[src/rtl/fifo_link_arb_pkg.sv]
// fifo_link_arb_pkg: shared helpers and defaults for the FIFO link reader arbiter
package fifo_link_arb_pkg;
   localparam int unsigned NUM_REQ_DEF = 2;
   localparam logic [31:0] ERR_RDATA_DEF = 32'hBADCAB1E;
   function automatic int unsigned idx_w(input int unsigned n);
      return n > 1 ? $clog2(n) : 1;
   endfunction
   typedef logic [idx_w(NUM_REQ_DEF)-1:0] idx_t;
endpackage

[src/rtl/fifo_v3.sv]
// fifo_v3: small synchronous FIFO; push ignored when full, pop ignored when empty
module fifo_v3 #(
   parameter int unsigned DATA_WIDTH = 32,
   parameter int unsigned DEPTH = 8
) (
   input  logic                  clk_i,
   input  logic                  rst_ni,
   input  logic                  flush_i,
   input  logic                  testmode_i,
   output logic                  full_o,
   output logic                  empty_o,
   input  logic [DATA_WIDTH-1:0] data_i,
   input  logic                  push_i,
   output logic [DATA_WIDTH-1:0] data_o,
   input  logic                  pop_i
);
   localparam int unsigned PtrW = DEPTH > 1 ? $clog2(DEPTH) : 1;
   localparam int unsigned CntW = $clog2(DEPTH + 1);
   logic [PtrW-1:0] rd_q, wr_q;
   logic [CntW-1:0] cnt_q;
   logic [DEPTH-1:0][DATA_WIDTH-1:0] mem_q;
   logic do_push, do_pop, unused_testmode;
   function automatic logic [PtrW-1:0] inc(input logic [PtrW-1:0] p);
      return p == PtrW'(DEPTH - 1) ? '0 : p + 1'b1;
   endfunction
   assign unused_testmode = testmode_i;
   assign full_o  = cnt_q == CntW'(DEPTH);
   assign empty_o = cnt_q == '0;
   assign data_o  = mem_q[rd_q];
   assign do_push = push_i & ~full_o;
   assign do_pop  = pop_i & ~empty_o;
   always_ff @(posedge clk_i or negedge rst_ni) begin
      if (!rst_ni) begin
         rd_q  <= '0;
         wr_q  <= '0;
         cnt_q <= '0;
         mem_q <= '0;
      end else if (flush_i) begin
         rd_q  <= '0;
         wr_q  <= '0;
         cnt_q <= '0;
      end else begin
         if (do_push) begin
            mem_q[wr_q] <= data_i;
            wr_q        <= inc(wr_q);
         end
         if (do_pop) rd_q <= inc(rd_q);
         cnt_q <= cnt_q + CntW'(do_push) - CntW'(do_pop);
      end
   end
endmodule

[src/rtl/fifo_link_reader_arbiter.sv]
// fifo_link_reader_arbiter: round-robin OBI arbiter sharing the FIFO reader port;
// reads are forwarded and tracked by ID, writes are rejected locally with an error word.
module fifo_link_reader_arbiter
   import fifo_link_arb_pkg::*;
#(
   parameter int unsigned NUM_REQ = 2,
   parameter int unsigned DATA_WIDTH = 32,
   parameter int unsigned ADDR_WIDTH = 32,
   parameter int unsigned MAX_OUTSTANDING = 2,
   parameter logic [DATA_WIDTH-1:0] ERR_RDATA = DATA_WIDTH'(ERR_RDATA_DEF)
) (
   input  logic                                 clk_i,
   input  logic                                 rst_ni,
   input  logic [NUM_REQ-1:0]                   m_req_i,
   output logic [NUM_REQ-1:0]                   m_gnt_o,
   output logic [NUM_REQ-1:0]                   m_rvalid_o,
   input  logic [NUM_REQ-1:0][ADDR_WIDTH-1:0]   m_addr_i,
   input  logic [NUM_REQ-1:0]                   m_we_i,
   input  logic [NUM_REQ-1:0][3:0]              m_be_i,
   input  logic [NUM_REQ-1:0][DATA_WIDTH-1:0]   m_wdata_i,
   output logic [NUM_REQ-1:0][DATA_WIDTH-1:0]   m_rdata_o,
   output logic                                 fifo_req_o,
   input  logic                                 fifo_gnt_i,
   input  logic                                 fifo_rvalid_i,
   output logic [ADDR_WIDTH-1:0]                fifo_addr_o,
   output logic                                 fifo_we_o,
   output logic [3:0]                           fifo_be_o,
   input  logic [DATA_WIDTH-1:0]                fifo_rdata_i,
   output logic [15:0]                          reject_cnt_o,
   output logic                                 spurious_rvalid_o
);
   localparam int unsigned IdxW = idx_w(NUM_REQ);
   logic [IdxW-1:0] ptr_q, lock_idx_q, wr_idx_q, pick, winner, head;
   logic [NUM_REQ-1:0] req_hi;
   logic [15:0] reject_cnt_q;
   logic lock_q, wr_rsp_q, spurious_q, id_full, id_empty;
   logic rd, rd_hs, wr_gnt, pop, unused_wdata;

   assign unused_wdata = ^m_wdata_i;

   // Lowest requester at or above ptr wins; otherwise wrap to the lowest requester overall.
   always_comb begin
      req_hi = '0;
      pick = '0;
      for (int j = 0; j < NUM_REQ; j++) req_hi[j] = m_req_i[j] & (j >= int'(ptr_q));
      for (int j = NUM_REQ - 1; j >= 0; j--) if (m_req_i[j]) pick = IdxW'(j);
      for (int j = NUM_REQ - 1; j >= 0; j--) if (req_hi[j]) pick = IdxW'(j);
   end

   assign winner      = lock_q ? lock_idx_q : pick;
   assign rd          = m_req_i[winner] & ~m_we_i[winner];
   assign fifo_req_o  = rd & ~id_full;
   assign rd_hs       = fifo_req_o & fifo_gnt_i;
   assign wr_gnt      = m_req_i[winner] & m_we_i[winner] & id_empty & ~lock_q;
   assign m_gnt_o     = (rd_hs | wr_gnt) ? NUM_REQ'(1) << winner : '0;
   assign fifo_addr_o = fifo_req_o ? m_addr_i[winner] : '0;
   assign fifo_be_o   = fifo_req_o ? m_be_i[winner] : '0;
   assign fifo_we_o   = 1'b0;
   assign pop         = fifo_rvalid_i & ~id_empty;
   assign reject_cnt_o      = reject_cnt_q;
   assign spurious_rvalid_o = spurious_q;

   fifo_v3 #(.DATA_WIDTH(IdxW), .DEPTH(MAX_OUTSTANDING)) i_id_queue (
      .clk_i, .rst_ni, .flush_i(1'b0), .testmode_i(1'b0),
      .full_o(id_full), .empty_o(id_empty),
      .data_i(winner), .push_i(rd_hs), .data_o(head), .pop_i(pop)
   );

   // A write response can never meet a FIFO response: writes need an empty ID queue.
   always_comb begin
      m_rvalid_o = '0;
      m_rdata_o = '0;
      if (pop) begin
         m_rvalid_o[head] = 1'b1;
         m_rdata_o[head]  = fifo_rdata_i;
      end else if (wr_rsp_q) begin
         m_rvalid_o[wr_idx_q] = 1'b1;
         m_rdata_o[wr_idx_q]  = ERR_RDATA;
      end
   end

   always_ff @(posedge clk_i or negedge rst_ni) begin
      if (!rst_ni) begin
         ptr_q        <= '0;
         lock_q       <= 1'b0;
         lock_idx_q   <= '0;
         wr_rsp_q     <= 1'b0;
         wr_idx_q     <= '0;
         reject_cnt_q <= '0;
         spurious_q   <= 1'b0;
      end else begin
         if (rd_hs | wr_gnt) ptr_q <= (winner == IdxW'(NUM_REQ - 1)) ? '0 : winner + 1'b1;
         if (rd_hs) lock_q <= 1'b0;
         else if (fifo_req_o) begin
            lock_q     <= 1'b1;
            lock_idx_q <= winner;
         end
         wr_rsp_q <= wr_gnt;
         wr_idx_q <= winner;
         if (wr_gnt && reject_cnt_q != '1) reject_cnt_q <= reject_cnt_q + 16'd1;
         if (fifo_rvalid_i & id_empty) spurious_q <= 1'b1;
      end
   end

   assert property (@(posedge clk_i) disable iff (!rst_ni) $onehot0(m_gnt_o));
   assert property (@(posedge clk_i) disable iff (!rst_ni) $onehot0(m_rvalid_o));
endmodule

[config.mk]
export PLATFORM = sky130hd
export DESIGN_NAME = fifo_link_reader_arbiter
export DESIGN_NICKNAME = d
export VERILOG_FILES = /design/src/rtl/fifo_link_arb_pkg.sv /design/src/rtl/fifo_v3.sv /design/src/rtl/fifo_link_reader_arbiter.sv
export SDC_FILE = /design/constraint.sdc
export NUM_CORES = 1
export LEC_CHECK = 0
export ABC_AREA = 1
export BUFFER_PORTS_ARGS = -buffer_cell sky130_fd_sc_hd__buf_4
export CORE_AREA = 10 10 109 111
export DETAILED_ROUTE_END_ITERATION = 10
export DIE_AREA = 0 0 119 121
export GPL_ROUTABILITY_DRIVEN = 1
export GPL_TIMING_DRIVEN = 0
export HOLD_SLACK_MARGIN = 0.03
export PLACE_DENSITY = 0.69
export SLEW_MARGIN = 20
export SYNTH_ARGS = -nofsm -noshare
export SYNTH_HDL_FRONTEND = slang
export SYNTH_SLANG_ARGS = --single-unit
[constraint.sdc]
create_clock -name clk_i -period 2.15 [get_ports clk_i]
set_input_delay 0.215 -clock clk_i [delete_from_list [all_inputs] [get_ports clk_i]]
set_output_delay 0.215 -clock clk_i [all_outputs]
set_load 0.01 [all_outputs]
==> results of run 1 <==
## cell usage in the layout, fill, tap and decap left out
| cell type | n |
|---|---|
| inv_1 | 51 |
| nor2_2 | 2 |
| nand3_1 | 28 |
| nand3b_1 | 1 |
| bufinv_16 | 1 |
| nor2_8 | 1 |
| nand2_2 | 4 |
| nand3_2 | 4 |
| nand2_4 | 4 |
| nor2_4 | 2 |
| nand4_1 | 4 |
| clkbuf_2 | 7 |
| clkbuf_1 | 2 |
| conb_1 | 1 |
| buf_6 | 6 |
| nor3_2 | 1 |
| o21ai_0 | 39 |
| dfrtp_1 | 28 |
| clkbuf_4 | 3 |
| clkbuf_8 | 3 |
| xor2_1 | 4 |
| a21oi_2 | 5 |
| dlygate4sd3_1 | 1 |
| buf_4 | 237 |
| nand4_4 | 1 |
| buf_2 | 5 |
| a31o_2 | 1 |
| ha_1 | 2 |
| nand2_1 | 150 |
| inv_2 | 2 |
| xnor2_1 | 10 |
| and2_1 | 1 |
| o21ai_1 | 3 |
| a21oi_1 | 32 |
| nor2_1 | 43 |
## worst reg2reg max path: cells and delay by family (launching register included)
kind,cells,cell delay [ns]
flip-flops,1,0.44
AND/OR/NAND/NOR,5,0.68
buffers and inverters,1,0.24
adder cells (fa/ha/maj),1,0.27
## cell families (layout without fill, tap and decap cells)
family	count (synthesis)	count (layout)	synth area share [%]
adders and majority gates	2	2	0.936
xor gates and xnor gates	14	14	4.59
and+or+nand+nor	246	246	40.4
DFF	28	28	26.2
other	1	1	0.140
AOI/OAI and AO/OA	80	80	15.1
buffers and inverters	79	318	12.6
## registers in the layout, summed over array words and instances (netlist names)
register           cells
reject_cnt_o          16
i_id_queue.rd_q        1
spurious_rvalid_o      1
i_id_queue.wr_q        1
i_id_queue.mem_q       2
lock_idx_q             1
wr_idx_q               1
lock_q                 1
ptr_q                  1
i_id_queue.cnt_q       2
wr_rsp_q               1
## layer usage
layer	part of all wire [%]	vias to the layer above	track usage [%]
li1	-	1883	-
met1	39	1725	18.7
met5	0	-	0
met3	6.6	20	3.54
met4	2.4	0	4.66
met2	52	142	30.5
## final cells by class
cell class              count  area (um2)  area share, %
clock buffers               3        41.3          0.868
plain buffers              26         180           3.79
repair buffers            235        1770           37.1
multi-input cells         343        1670           35.2
well taps                 133         166           3.50
flip-flops and latches     28         701           14.7
inverters                  53         199           4.18
clock inverters             1        30.0          0.631
## stage by stage
stage | hold WS, ns | setup WS [ns] | util [%]
finish | 0.196 | 0.153 | 49.4
global route | 0.191 | -0.00385 | 49.4
CTS | 0.189 | 0.000896 | 48.4
detailed placement | 0.161 | 0.290 | 47.5
global placement | 0.156 | 0.307 | 47.5
floorplan | -0.0806 | 0.573 | -
## repair_timing
item | in CTS | in global routing
hold buffers | 1 | 0
pin swaps | 0 | 3
gates resized for setup | 2 | 41
gates cloned | 0 | 0
setup buffers | 0 | 2
hold endpoints to repair | 28 | 0
endpoints found under the setup margin | 5 | 71
## report_power, final
group	internal (mW)	switching, mW
combinational	1.34	1.74
sequential	0.649	0.101
clock	0.249	0.156
total	2.24	1.99
## how the worst max path moves through the flow
stage                              from  slack [ns]         endpoint
floorplan                        lock_q        0.57  fifo_addr_o[10]
global placement                 lock_q        0.31  fifo_addr_o[16]
detailed placement               lock_q        0.29  fifo_addr_o[16]
CTS                 i_id_queue.cnt_q[1]      0.0009    m_rdata_o[50]
global route                     lock_q      -0.004  fifo_addr_o[21]
finish                           lock_q        0.15  fifo_addr_o[21]
==> flow_summary_export.csv, run 1 <==
group,metric,value,unit
cells_and_area,n_fill_cell,1028,
grt,grt_overflow_total,0,
placed_design,dp.cells,815,
placed_design,place_congestion,0.928,
worst_setup_path,slowest_delay,0.43,ns
drt,antenna_left,0,
floorplan,die_y,121,um
worst_setup_path,startpoint_type,"flip-flop",
clocking,cts_root_buffer,"clkbuf_8",
placed_design,io_buffers,232,
timing,clock_skew,0.00793,ns
logic_synthesis,synth_top_area_share,26.2,%
logic_synthesis,post-synth-top-count-cell,"nand2_1",
cells_and_area,antenna-diode-count,0,
clocking,cts.clk_slew.worst_paths,0.09,ns
logic_synthesis,ys_top_cells_by_area,"dfrtp_1, nand2_1, o21ai_0, inv_1, a21oi_1",
logic_synthesis,synthArstFlopShare,100,%
drt,routed_via_density,4.59,
worst_setup_path,reg2reg_from,"reject_cnt_o[0]",
drt,drtIter0Drc,190,
worst_setup_path,worst-setup-path-type,"reg -> out",
outcome,outcome,"completed",
logic_synthesis,synth-seq-cells,28,
worst_setup_path,path_cells,"nor2_2, nand2_2, nand2_4, nand2_1, nand2_4, nand2_4, buf_6, a21oi_1, buf_4",
cells_and_area,num-nets-final,868,
power,ir_drop,0.389,mV
floorplan,initial_utilization,27.7,%
floorplan,die_area,14400,um2
cells_and_area,postLayoutCellArea,4760,um2
worst_setup_path,crit_top_cell,"nand2_4",
drt,drc,0,
logic_synthesis,synthesis.instances,450,
grt,grt_pass1_wl,19.9,mm
min_path,hp-start,"fifo_rvalid_i",
min_path,holdCritPathClass,"in -> reg",
drt,dr.pass1.iters,4,
timing,max_freq,501,MHz
grt,antenna_found_initial,0,
cells_and_area,fin_cells,822,
cells_and_area,area_delta_synth_final,78.0,%
grt,grt_pass1_vias,3735,
timing,finalCritPeriodShare,92.9,%
timing,fin_crit,2.00,ns
worst_setup_path,critPathTopFamily,"simple AND/OR/NAND/NOR gates",
drt,wl_per_cell,16.1,um
logic_synthesis,synth_top_flop_cell,"dfrtp_1",
worst_setup_path,reg2reg_slack,0.41,ns
timing,setup_violations,0,
worst_setup_path,worstSetupPathDepth,9,
worst_setup_path,rr_worst_depth,7,
worst_setup_path,crit_fanout,10,
worst_setup_path,cp.required,1.93,ns
cells_and_area,layout-drive-gt1-share,41.9,%
clocking,cts_inserted_buffers,3,
grt,grtUsageTotal,16.5,%
clocking,cts.path.max_buffers,2,
logic_synthesis,avgSynthCellArea,5.94,um2
worst_setup_path,crit_buf_inv,2,
worst_setup_path,crit_slowest_cell,"dfrtp_1",
placed_design,hpwlAfterDp,11.4,mm
min_path,holdPathEnd,"spurious_rvalid_o",
drt,routed_wl,13.2,mm
clocking,htreeDepth,1,
floorplan,core,9640,um2
logic_synthesis,seq_area_frac_synth,26.2,%
floorplan,io_pins,299,
logic_synthesis,yosysUniqueCellTypes,29,
power,total_power,4.23,mW
timing,slew_violations,0,
logic_synthesis,yosys_warnings,0,
job,max_cap_viol_count,0,
drt,num_vias,3770,
logic_synthesis,synth_common_cells,"nand2_1, inv_1, nor2_1",
power,p_per_area,890,nW/um2
clocking,cts_tree,"built",
placed_design,place_area,4580,um2
worst_setup_path,arrival,1.78,ns
worst_setup_path,worstReg2RegEnd,"reject_cnt_o[5]",
timing,setup_tns,0,ns
power,p_leak,2.73,nW
grt,grt_max_degree,29,
floorplan,num_rows,36,
timing,finalHoldViolCount,0,
floorplan,die_x,119,um
logic_synthesis,syn-num-nets,628,
worst_setup_path,critPathCaptureType,"output pin",
logic_synthesis,synth_edf_count,0,
logic_synthesis,synth_top_area_cell,"dfrtp_1",
clocking,clk_latency,0.27,ns
logic_synthesis,syn_area,2670,um2
min_path,holdPathStages,2,
clocking,cts.sinks,28,
Note: power is estimated with default switching activity, not from simulation.
==> run 2, diff against run 1 <==
--- a/config.mk
+++ b/config.mk
@@ -6,14 +6,14 @@
 export NUM_CORES = 1
 export LEC_CHECK = 0
 export ABC_AREA = 1
-export BUFFER_PORTS_ARGS = -buffer_cell sky130_fd_sc_hd__buf_4
-export CORE_AREA = 10 10 109 111
+export CORE_AREA = 10 10 108 110
 export DETAILED_ROUTE_END_ITERATION = 10
-export DIE_AREA = 0 0 119 121
+export DIE_AREA = 0 0 118 120
+export DONT_BUFFER_PORTS = 1
 export GPL_ROUTABILITY_DRIVEN = 1
 export GPL_TIMING_DRIVEN = 0
 export HOLD_SLACK_MARGIN = 0.03
-export PLACE_DENSITY = 0.69
+export PLACE_DENSITY = 0.44
 export SLEW_MARGIN = 20
 export SYNTH_ARGS = -nofsm -noshare
 export SYNTH_HDL_FRONTEND = slang
==> run 2 against run 1 <==
Effect of this change: combinational power shrank 28%; non-clock buffer count shrank 235; critical path depth shrank 1; critical endpoint is now fifo_addr_o[24]; largest power group unchanged; clock-buffer cell count grew 1; final area shrank 33%; sequential cell count is the same; utilization shrank 16 points; global-route usage shrank 3.7 points; sequential power grew 2%; fmax shrank 1.2%; die area shrank 1.7%.
==> flow_summary_export.csv, run 2 (same netlist as run 1, synthesis figures left out) <==
group,metric,value,unit
timing,tightest_slew,0.558,ns
clocking,cts.path.max_buffers,2,
clocking,clk_latency,0.28,ns
floorplan,die_area,14200,um2
min_path,holdPathStages,1,
timing,setup_ws,0.129,ns
cells_and_area,num-nets-final,633,
worst_setup_path,worst-setup-path-type,"reg -> out",
min_path,holdCritPathClass,"in -> reg",
worst_setup_path,critPathTopFamily,"buffers and inverters",
cells_and_area,postLayoutCellArea,3170,um2
drt,drtIter0Drc,87,
cells_and_area,antenna-diode-count,0,
cells_and_area,layout-drive-gt1-share,19.6,%
grt,grt_max_degree,29,
placed_design,io_buffers,0,
worst_setup_path,reg2reg_slack,0.34,ns
outcome,outcome,"completed",
worst_setup_path,crit_slowest_cell,"dfrtp_1",
worst_setup_path,endpoint,"fifo_addr_o[24]",
clocking,cts.clk_slew.worst_paths,0.10,ns
power,p_leak,1.56,nW
drt,routed_via_density,4.98,
worst_setup_path,arrival,1.81,ns
worst_setup_path,startpoint_type,"flip-flop",
floorplan,core,9550,um2
drt,drc,0,
job,max_cap_viol_count,0,
drt,routed_wl,10.5,mm
placed_design,place_congestion,0.775,
floorplan,die_y,120,um
timing,slew_violations,0,
worst_setup_path,crit_fanout,10,
drt,antenna_left,0,
grt,grt_pass1_wl,15.5,mm
timing,finalCritPeriodShare,94.0,%
timing,holdWs,0.0930,ns
drt,dr.pass1.iters,4,
worst_setup_path,rr_worst_depth,8,
drt,wl_per_cell,17.9,um
timing,rsz0062_at_grt,"true",
clocking,cts_tree,"built",
floorplan,die_x,118,um
power,ir_drop,0.350,mV
cells_and_area,largest_reg_flops,16,
timing,maxSlewHeadroom,62.8,%
worst_setup_path,cp.required,1.93,ns
clocking,cts_root_buffer,"clkbuf_8",
clocking,cts_inserted_buffers,3,
worst_setup_path,worstSetupPathDepth,8,
placed_design,hpwlAfterDp,8.59,mm
timing,max_freq,495,MHz
worst_setup_path,slowest_delay,0.40,ns
cells_and_area,final_cell_mix,"nand2_1, inv_1, nor2_1, nand3_1, dfrtp_1",
clocking,postCtsSetupBuffers,0,
floorplan,num_rows,36,
cells_and_area,final_common_cell,"nand2_1",
worst_setup_path,cp-startpoint,"ptr_q",
timing,fin_crit,2.02,ns
worst_setup_path,path_cells,"inv_1, nand2_1, nand2_2, nand2_4, inv_1, clkbuf_1, nand2_1, a21oi_4",
worst_setup_path,reg2reg_from,"reject_cnt_o[0]",
grt,grt_pass1_vias,2899,
floorplan,initial_utilization,28.0,%
timing,clock_skew,0.00809,ns
grt,antenna_found_initial,0,
timing,finalHoldViolCount,0,
power,p_per_area,1050,nW/um2
grt,grtUsageTotal,12.8,%
timing,setup_violations,0,
floorplan,io_pins,299,
clocking,htreeDepth,1,
grt,grt_overflow_total,0,
worst_setup_path,worstReg2RegEnd,"reject_cnt_o[9]",
placed_design,dp_worst_setup_slack,0.228,ns
drt,num_vias,2923,
worst_setup_path,critPathCaptureType,"output pin",
clocking,cts.sinks,28,
placed_design,place_area,2840,um2
worst_setup_path,crit_buf_inv,3,
cells_and_area,area_delta_synth_final,18.6,%
-- run 2: cell types whose count changed in the layout (fill, tap and decap cells not counted), sizes merged --
cell and delta:
buf -232, bufinv -1, clkbuf -2
-- run 2: report_power, final --
part | switching [mW] | leakage, nW | internal [mW]
Clock | 0.172 | 0.0288 | 0.164
Sequential | 0.117 | 0.366 | 0.648
Combinational | 1.61 | 1.16 | 0.598
Total | 1.90 | 1.56 | 1.41
-- run 2: what timing repair did --
item | 4_1_cts | 5_1_grt
gates resized for setup | 22 | 83
setup endpoints to repair | 27 | 77
hold buffers | 2 | 0
hold endpoints to repair | 28 | 0
-- run 2: routing by layer --
metal | vias up | part of all wire (%) | track usage, %
met1 | 1372 | 37 | 13.6
met3 | 4 | 7.7 | 4.50
met2 | 127 | 55 | 24.6
met4 | 0 | 0.40 | 1.47
li1 | 1420 | - | -
met5 | - | 0 | 0
-- run 2: layout make-up --
cell class | count | area, um2
Buffer | 24 | 149
Multi-Input combinational cell | 343 | 1870
Clock buffer | 4 | 55.1
Fill cell | 1071 | 6380
Tap cell | 133 | 166
Inverter | 53 | 199
Timing Repair Buffer | 2 | 30.0
Sequential cell | 28 | 701
-- run 2: metrics by stage --
step	instances	total power, mW	utilization (%)	TNS, ns
6_report	587	3.31	33.2	0
2_1_floorplan	450	2.27	-	0
3_5_place_dp	583	2.68	29.7	0
3_3_place_gp	583	2.66	29.7	0
4_1_cts	589	3.13	31.2	-0.407
5_1_grt	587	3.63	33.2	-0.156
-- run 2: worst min-delay path by stage --
stage / from / endpoint / slack (ns)
global route: fifo_rvalid_i / spurious_rvalid_o / 0.07
floorplan: rst_ni / i_id_queue.cnt_q[0] / -0.08
finish: fifo_rvalid_i / spurious_rvalid_o / 0.09
global placement: rst_ni / reject_cnt_o[10] / -0.08
CTS: fifo_rvalid_i / spurious_rvalid_o / 0.08
detailed placement: rst_ni / reject_cnt_o[10] / -0.08
